$ cat config.mk
export PLATFORM = sky130hd
export DESIGN_NAME = fetch_ctrl_16b_flat
export DESIGN_NICKNAME = d
export VERILOG_FILES = /design/src/rtl/fetch_ctrl_16b_if.sv /design/src/rtl/fetch_ctrl_16b.sv /design/src/flat_wrapper.sv
export SDC_FILE = /design/constraint.sdc
export NUM_CORES = 1
export LEC_CHECK = 0
export BUFFER_PORTS_ARGS = -buffer_cell sky130_fd_sc_hd__buf_2
export CAP_MARGIN = 40
export CORE_MARGIN = 2
export CORE_UTILIZATION = 41
export CTS_CLUSTER_SIZE = 30
export DETAILED_ROUTE_END_ITERATION = 12
export PLACE_DENSITY = 0.87
export SYNTH_ARGS = -nofsm -noshare
export SYNTH_HDL_FRONTEND = slang
export SYNTH_SLANG_ARGS = --single-unit
$ cat constraint.sdc
create_clock -name CLK -period 2.3 [get_ports CLK]
set_input_delay 0.23 -clock CLK [delete_from_list [all_inputs] [get_ports CLK]]
set_output_delay 0.23 -clock CLK [all_outputs]
set_load 0.1 [all_outputs]
$ cat src/rtl/fetch_ctrl_16b_if.sv
// Fetch-controller bus: memory read port, PC/IR register strobes and decode
// handshake. master = fetch controller, slave = memory/registers/decode side.
interface fetch_ctrl_16b_if;
    logic        run;
    logic [15:0] pc_q;
    logic [15:0] mem_addr;
    logic        mem_rd;
    logic        mem_ready;
    logic [15:0] mem_rdata;
    logic [15:0] ir_D;
    logic        ir_write;
    logic [15:0] pc_D;
    logic        pc_write;
    logic        br_take;
    logic [15:0] br_target;
    logic        instr_valid;
    logic        dec_ready;
    logic        fault;
    logic        clear_fault;

    modport master (
        input  run, pc_q, mem_ready, mem_rdata, br_take, br_target, dec_ready, clear_fault,
        output mem_addr, mem_rd, ir_D, ir_write, pc_D, pc_write, instr_valid, fault
    );

    modport slave (
        output run, pc_q, mem_ready, mem_rdata, br_take, br_target, dec_ready, clear_fault,
        input  mem_addr, mem_rd, ir_D, ir_write, pc_D, pc_write, instr_valid, fault
    );
endinterface

$ cat src/rtl/fetch_ctrl_16b.sv
// Instruction-fetch sequencer: reads memory at pc_q, loads IR, advances or
// redirects the PC and hands the instruction to decode via valid/ready.
module fetch_ctrl_16b #(
    parameter int INC     = 2,
    parameter int TIMEOUT = 15
) (
    input logic CLK,
    input logic reset,
    fetch_ctrl_16b_if.master bus
);
    typedef enum logic [2:0] {IDLE, REQ, WAIT, VALID, FAULT} state_t;

    state_t     state, state_nxt;
    logic [7:0] cnt, cnt_nxt;
    logic       squash, squash_nxt;
    logic       rd, irw, pcw, ival, flt;
    logic [15:0] pcd;

    always_ff @(posedge CLK or negedge reset) begin
        if (!reset) begin
            state  <= IDLE;
            cnt    <= '0;
            squash <= 1'b0;
        end else begin
            state  <= state_nxt;
            cnt    <= cnt_nxt;
            squash <= squash_nxt;
        end
    end

    always_comb begin
        state_nxt  = state;
        cnt_nxt    = cnt;
        squash_nxt = squash;
        rd   = 1'b0;
        irw  = 1'b0;
        pcw  = 1'b0;
        ival = 1'b0;
        flt  = 1'b0;
        pcd  = bus.pc_q + 16'(INC);
        case (state)
            IDLE: begin
                if (bus.br_take) begin
                    pcw = 1'b1;
                    pcd = bus.br_target;
                end
                if (bus.run) state_nxt = REQ;
            end
            REQ, WAIT: begin
                rd = 1'b1;
                if (bus.mem_ready) begin
                    // A branch now or one taken earlier in this fetch voids the data
                    cnt_nxt    = '0;
                    squash_nxt = 1'b0;
                    if (bus.br_take) begin
                        pcw       = 1'b1;
                        pcd       = bus.br_target;
                        state_nxt = REQ;
                    end else if (squash) begin
                        state_nxt = REQ;
                    end else begin
                        irw       = 1'b1;
                        pcw       = 1'b1;
                        state_nxt = VALID;
                    end
                end else begin
                    if (bus.br_take) begin
                        pcw        = 1'b1;
                        pcd        = bus.br_target;
                        squash_nxt = 1'b1;
                    end
                    if (state == REQ) begin
                        state_nxt = WAIT;
                        cnt_nxt   = 8'd1;
                    end else if (cnt >= 8'(TIMEOUT)) begin
                        state_nxt = FAULT;
                    end else begin
                        cnt_nxt = cnt + 8'd1;
                    end
                end
            end
            VALID: begin
                ival = 1'b1;
                if (bus.br_take) begin
                    pcw = 1'b1;
                    pcd = bus.br_target;
                end
                if (bus.br_take || bus.dec_ready)
                    state_nxt = bus.run ? REQ : IDLE;
            end
            FAULT: begin
                flt = 1'b1;
                if (bus.clear_fault) begin
                    state_nxt  = IDLE;
                    cnt_nxt    = '0;
                    squash_nxt = 1'b0;
                end
            end
            default: state_nxt = IDLE;
        endcase
    end

    // Strobes are gated by reset so they drop the moment reset asserts
    assign bus.mem_rd      = rd   & reset;
    assign bus.ir_write    = irw  & reset;
    assign bus.pc_write    = pcw  & reset;
    assign bus.instr_valid = ival & reset;
    assign bus.fault       = flt  & reset;
    assign bus.pc_D        = pcd;
    assign bus.mem_addr    = bus.pc_q;
    assign bus.ir_D        = bus.mem_rdata;
endmodule

$ cat src/flat_wrapper.sv
// flat-port wrapper written by rule: the top's interface ports become plain ports
module fetch_ctrl_16b_flat 
#(
    parameter int INC     = 2,
    parameter int TIMEOUT = 15
)
  (CLK, reset, bus_run, bus_pc_q, bus_mem_ready, bus_mem_rdata, bus_br_take, bus_br_target, bus_dec_ready, bus_clear_fault, bus_mem_addr, bus_mem_rd, bus_ir_D, bus_ir_write, bus_pc_D, bus_pc_write, bus_instr_valid, bus_fault);
  fetch_ctrl_16b_if bus_i ();
  input logic CLK;
  input logic reset;
  input wire logic [$bits(bus_i.run)-1:0] bus_run;
  input wire logic [$bits(bus_i.pc_q)-1:0] bus_pc_q;
  input wire logic [$bits(bus_i.mem_ready)-1:0] bus_mem_ready;
  input wire logic [$bits(bus_i.mem_rdata)-1:0] bus_mem_rdata;
  input wire logic [$bits(bus_i.br_take)-1:0] bus_br_take;
  input wire logic [$bits(bus_i.br_target)-1:0] bus_br_target;
  input wire logic [$bits(bus_i.dec_ready)-1:0] bus_dec_ready;
  input wire logic [$bits(bus_i.clear_fault)-1:0] bus_clear_fault;
  output wire logic [$bits(bus_i.mem_addr)-1:0] bus_mem_addr;
  output wire logic [$bits(bus_i.mem_rd)-1:0] bus_mem_rd;
  output wire logic [$bits(bus_i.ir_D)-1:0] bus_ir_D;
  output wire logic [$bits(bus_i.ir_write)-1:0] bus_ir_write;
  output wire logic [$bits(bus_i.pc_D)-1:0] bus_pc_D;
  output wire logic [$bits(bus_i.pc_write)-1:0] bus_pc_write;
  output wire logic [$bits(bus_i.instr_valid)-1:0] bus_instr_valid;
  output wire logic [$bits(bus_i.fault)-1:0] bus_fault;
  assign bus_i.run = bus_run;
  assign bus_i.pc_q = bus_pc_q;
  assign bus_i.mem_ready = bus_mem_ready;
  assign bus_i.mem_rdata = bus_mem_rdata;
  assign bus_i.br_take = bus_br_take;
  assign bus_i.br_target = bus_br_target;
  assign bus_i.dec_ready = bus_dec_ready;
  assign bus_i.clear_fault = bus_clear_fault;
  assign bus_mem_addr = bus_i.mem_addr;
  assign bus_mem_rd = bus_i.mem_rd;
  assign bus_ir_D = bus_i.ir_D;
  assign bus_ir_write = bus_i.ir_write;
  assign bus_pc_D = bus_i.pc_D;
  assign bus_pc_write = bus_i.pc_write;
  assign bus_instr_valid = bus_i.instr_valid;
  assign bus_fault = bus_i.fault;
  fetch_ctrl_16b #(.INC(INC), .TIMEOUT(TIMEOUT)) u_core (.CLK(CLK), .reset(reset), .bus(bus_i));
endmodule
==> reports/summary.log <==
qor: global_routing.met1_track_demand_over_resource 21.9%
qor: logic_synthesis.synth-seq-area-share 20.5%
qor: logic_synthesis.synth.distinct_cells 44
qor: logic_synthesis.post-synth-top-count-cell sky130_fd_sc_hd__buf_4
qor: route.drt_first_pass_iters 6
qor: min_path.worstHoldPathCells 2
qor: placement.hpwlAfterDp 2890 microns
qor: global_routing.global_route.usage.met3 2.86%
qor: worst_setup_path.cp_data_required_time 2.07 ns
qor: logic_synthesis.synth_async_reset_ratio 100%
qor: global_routing.track_usage 18.8%
qor: clock_network.cts-root-to-sink-buffers 2
qor: logic_synthesis.synth_fp_nets 252
qor: floorplanning.pin_count 108
qor: job.maxCapViolations 0
qor: floorplanning.dieArea 4060 sq um
qor: pwr.seq_power_share 22.1%
qor: route.routed_wirelength 3660 microns
qor: pwr.p_int 0.000620 W
qor: sta.finalHoldViolations 0
qor: cells_and_area.syn_to_final_growth 21.1%
qor: pwr.ir_worst_vdd 0.250 mV
qor: min_path.worst_hold_path_type in -> reg
qor: cells_and_area.layout-drive-gt1-share 44.7%
qor: cells_and_area.nNetsFinal 295
qor: sta.tightest_slew 0.585 ns
qor: logic_synthesis.share_of_the_synthesized_area_in_the_top_cell_type 20.5%
qor: logic_synthesis.commonest_cells_in_the_synthesized_netlist sky130_fd_sc_hd__buf_4, sky130_fd_sc_hd__nand2_1, sky130_fd_sc_hd__o21ai_0
qor: logic_synthesis.post_synth_main_area_contributors sky130_fd_sc_hd__dfrtp_1, sky130_fd_sc_hd__buf_4, sky130_fd_sc_hd__xnor2_1
qor: worst_setup_path.worst_setup_path_end_kind primary output
qor: status.status complete, no violations
qor: sta.final_min_period_over_clock_period 91.5%
qor: sta.slew_violations 0
qor: clock_network.cts.repair.resized 0
qor: pwr.p_per_area 852 nW/um^2
qor: logic_synthesis.synth_area 1460 sq um
qor: global_routing.globalRouteOverflowTotal 0
qor: clock_network.cts_htree_levels 1
qor: floorplanning.die_width 63.7 microns
qor: route.viasPerCell 5.34
qor: global_routing.grt_start_max_net_pins 31
qor: sta.postLayoutSetupSlackWorst 0.195 ns
qor: global_routing.met2_usage 32.9%
qor: logic_synthesis.yosys_warnings 0
qor: clock_network.clockRootBuffer sky130_fd_sc_hd__clkbuf_4
qor: floorplanning.num_rows 21
qor: pwr.power.share.combinational 66.3%
qor: logic_synthesis.postSynthAreaPerCell 7.49 sq um
qor: sta.final-setup-viol-count 0
qor: logic_synthesis.ys_ff_latch 12
qor: floorplanning.die_height 63.7 microns
qor: sta.fin_tns_setup 0 ns
qor: logic_synthesis.number_of_enable_type_register_cells_in_the_synthesized_netlist 0
qor: worst_setup_path.worst-r2r-cell-count 4
qor: clock_network.tritoncts_num_sinks 12
qor: global_routing.grt_pass1_wl 6120 microns
qor: global_routing.first_global_vias 1394
qor: floorplanning.core-area 3390 sq um
qor: worst_setup_path.critical_path.startpoint_type register
qor: sta.finalClockSkew 0.00739 ns
qor: pwr.clock_power_share 11.6%
qor: logic_synthesis.synth_top_flop_cell sky130_fd_sc_hd__dfrtp_1
qor: sta.fmaxAchievable 0.475 GHz
qor: worst_setup_path.critical_path_peak_fanout 30
qor: worst_setup_path.crit_arrival 1.88 ns
qor: route.drt-initial-drc-count 79
qor: cells_and_area.num_antenna_cells 0
qor: placement.pre_cts_ws 0.345 ns
qor: route.routedWlPerCell 12.9 microns
qor: route.number_of_routed_nets_with_antenna_violations 0
qor: logic_synthesis.syn-instance-count 195
qor: clock_network.cts_tree built
qor: clock_network.insertion_delay_of_the_later_clocked_pin_in_the_worst_skew_pair 0.28 ns
qor: sta.unrepaired_setup_endpoints_after_global_routing no
qor: placement.numPortBuffers 75
qor: pwr.leakagePower 0.819 nW
qor: worst_setup_path.setup.worst_path.class reg -> out
qor: pwr.switching_share 58.9%
qor: placement.routabilityCongestion 0.817
qor: route.route.detailed.drc 0
qor: sta.worst_slew_margin_rel 61.0%
qor: clock_network.tritoncts.num_buffers 3
qor: sta.finalCriticalPeriod 2.11 ns
qor: clock_network.path_clk_slew 0.07 ns
qor: floorplanning.initial_utilization 43.1%
qor: pwr.power.net_switching 0.000888 W
qor: cells_and_area.nFillCells 321
qor: global_routing.number_of_antenna_violations_at_the_first_check_in_global_routing 0
qor: global_routing.top_usage_layer met2
qor: worst_setup_path.r2r_slack 0.45 ns
qor: route.via_count 1512
qor: logic_synthesis.synth_top_cell_by_area sky130_fd_sc_hd__dfrtp_1
-- layer usage --
layer,share of wire [%],up-vias
li1,-,748
met1,40,668
met2,51,81
met3,6.5,15
met4,3.2,0
met5,0,-
-- cell usage in the layout (no fill, tap or decap), types with 2 or more instances in the layout --
cell type                  count
sky130_fd_sc_hd__buf_2        73
sky130_fd_sc_hd__nand2_1      25
sky130_fd_sc_hd__xnor2_1      13
sky130_fd_sc_hd__o21ai_2      13
sky130_fd_sc_hd__dfrtp_1      12
sky130_fd_sc_hd__nor2_1       10
sky130_fd_sc_hd__nand3_1       9
sky130_fd_sc_hd__nor4_1        6
sky130_fd_sc_hd__inv_1         6
sky130_fd_sc_hd__o21ai_1       4
sky130_fd_sc_hd__o21ai_0       4
sky130_fd_sc_hd__nor3_1        3
sky130_fd_sc_hd__and3_1        3
sky130_fd_sc_hd__nand3b_1      3
sky130_fd_sc_hd__o31ai_1       3
sky130_fd_sc_hd__a21oi_1       3
sky130_fd_sc_hd__a211oi_1      3
sky130_fd_sc_hd__clkbuf_4      3
sky130_fd_sc_hd__buf_12        3
sky130_fd_sc_hd__nand4_1       2
sky130_fd_sc_hd__xor2_1        2
sky130_fd_sc_hd__mux2_2        2
sky130_fd_sc_hd__nor3b_1       2
sky130_fd_sc_hd__a211oi_2      2
sky130_fd_sc_hd__or3b_1        2
sky130_fd_sc_hd__o211ai_1      2
sky130_fd_sc_hd__ha_1          2
-- per-stage QoR --
stage / power [W] / area, sq um / utilization, % / cells / hold slack [ns]
after floorplan: 0.00131 / 1520 / - / 195 / -0.0656
after global placement: 0.00131 / 1720 / 50.9 / 278 / 0.125
after detailed placement: 0.00133 / 1720 / 50.9 / 278 / 0.132
after CTS: 0.00151 / 1770 / 52.2 / 283 / 0.163
after global routing: 0.00159 / 1770 / 52.2 / 283 / 0.162
final: 0.00151 / 1770 / 52.2 / 283 / 0.179
-- worst paths after layout --
kind                                 start               to
setup / recovery           u_core.state[2]      bus_pc_D[0]
min in group asynchronous            reset  u_core.state[0]
max in group asynchronous            reset    u_core.cnt[2]
hold / removal             bus_clear_fault  u_core.state[2]
setup reg to reg           u_core.state[2]    u_core.cnt[3]
hold reg to reg              u_core.cnt[0]    u_core.cnt[0]
-- flip-flops by register name, summed over array words and instances, names as in the netlist --
| signal | count |
|---|---|
| u_core.cnt | 8 |
| u_core.squash | 1 |
| u_core.state | 3 |
-- final cells by class --
| cell class | count | area [sq um] | area share, % |
|---|---|---|---|
| Sequential cell | 12 | 300 | 17.0 |
| Timing Repair Buffer | 77 | 435 | 24.6 |
| Clock buffer | 4 | 36.3 | 2.05 |
| Tap cell | 46 | 57.6 | 3.25 |
| Multi-Input combinational cell | 138 | 918 | 51.9 |
| Inverter | 6 | 22.5 | 1.27 |
-- timing repair --
action                    4_1_cts  5_1_grt
setup buffers                   0        0
hold buffers                    1        0
hold endpoints to repair       12        0
-- power by group through the flow --
stage | combinational (W) | clock (W) | sequential, W
after floorplan | 0.00103 | 0 | 0.000285
after global placement | 0.000979 | 0 | 0.000331
after detailed placement | 0.000992 | 0 | 0.000333
after CTS | 0.000998 | 0.000179 | 0.000330
after global routing | 0.00106 | 0.000192 | 0.000341
final | 0.00100 | 0.000175 | 0.000333
-- logic make-up (layout without fill, tap and decap cells) --
group / after synthesis / in the layout / synth area share [%]
fa+ha+maj: 2 / 2 / 1.71
buf+inv: 45 / 87 / 20.6
xor+xnor: 15 / 15 / 8.99
mux: 3 / 3 / 2.23
simple gates: 75 / 75 / 25.9
compound gates: 43 / 43 / 19.9
flops: 12 / 12 / 20.5
-- worst max-delay path, cell delays in order, from the launching register on --
cell and delay [ns]:
sky130_fd_sc_hd__dfrtp_1 0.53, sky130_fd_sc_hd__nor2b_2 0.21, sky130_fd_sc_hd__buf_12 0.20, sky130_fd_sc_hd__mux2_2 0.35
sky130_fd_sc_hd__buf_2 0.29
No activity file was read; power rests on OpenSTA's default activity.
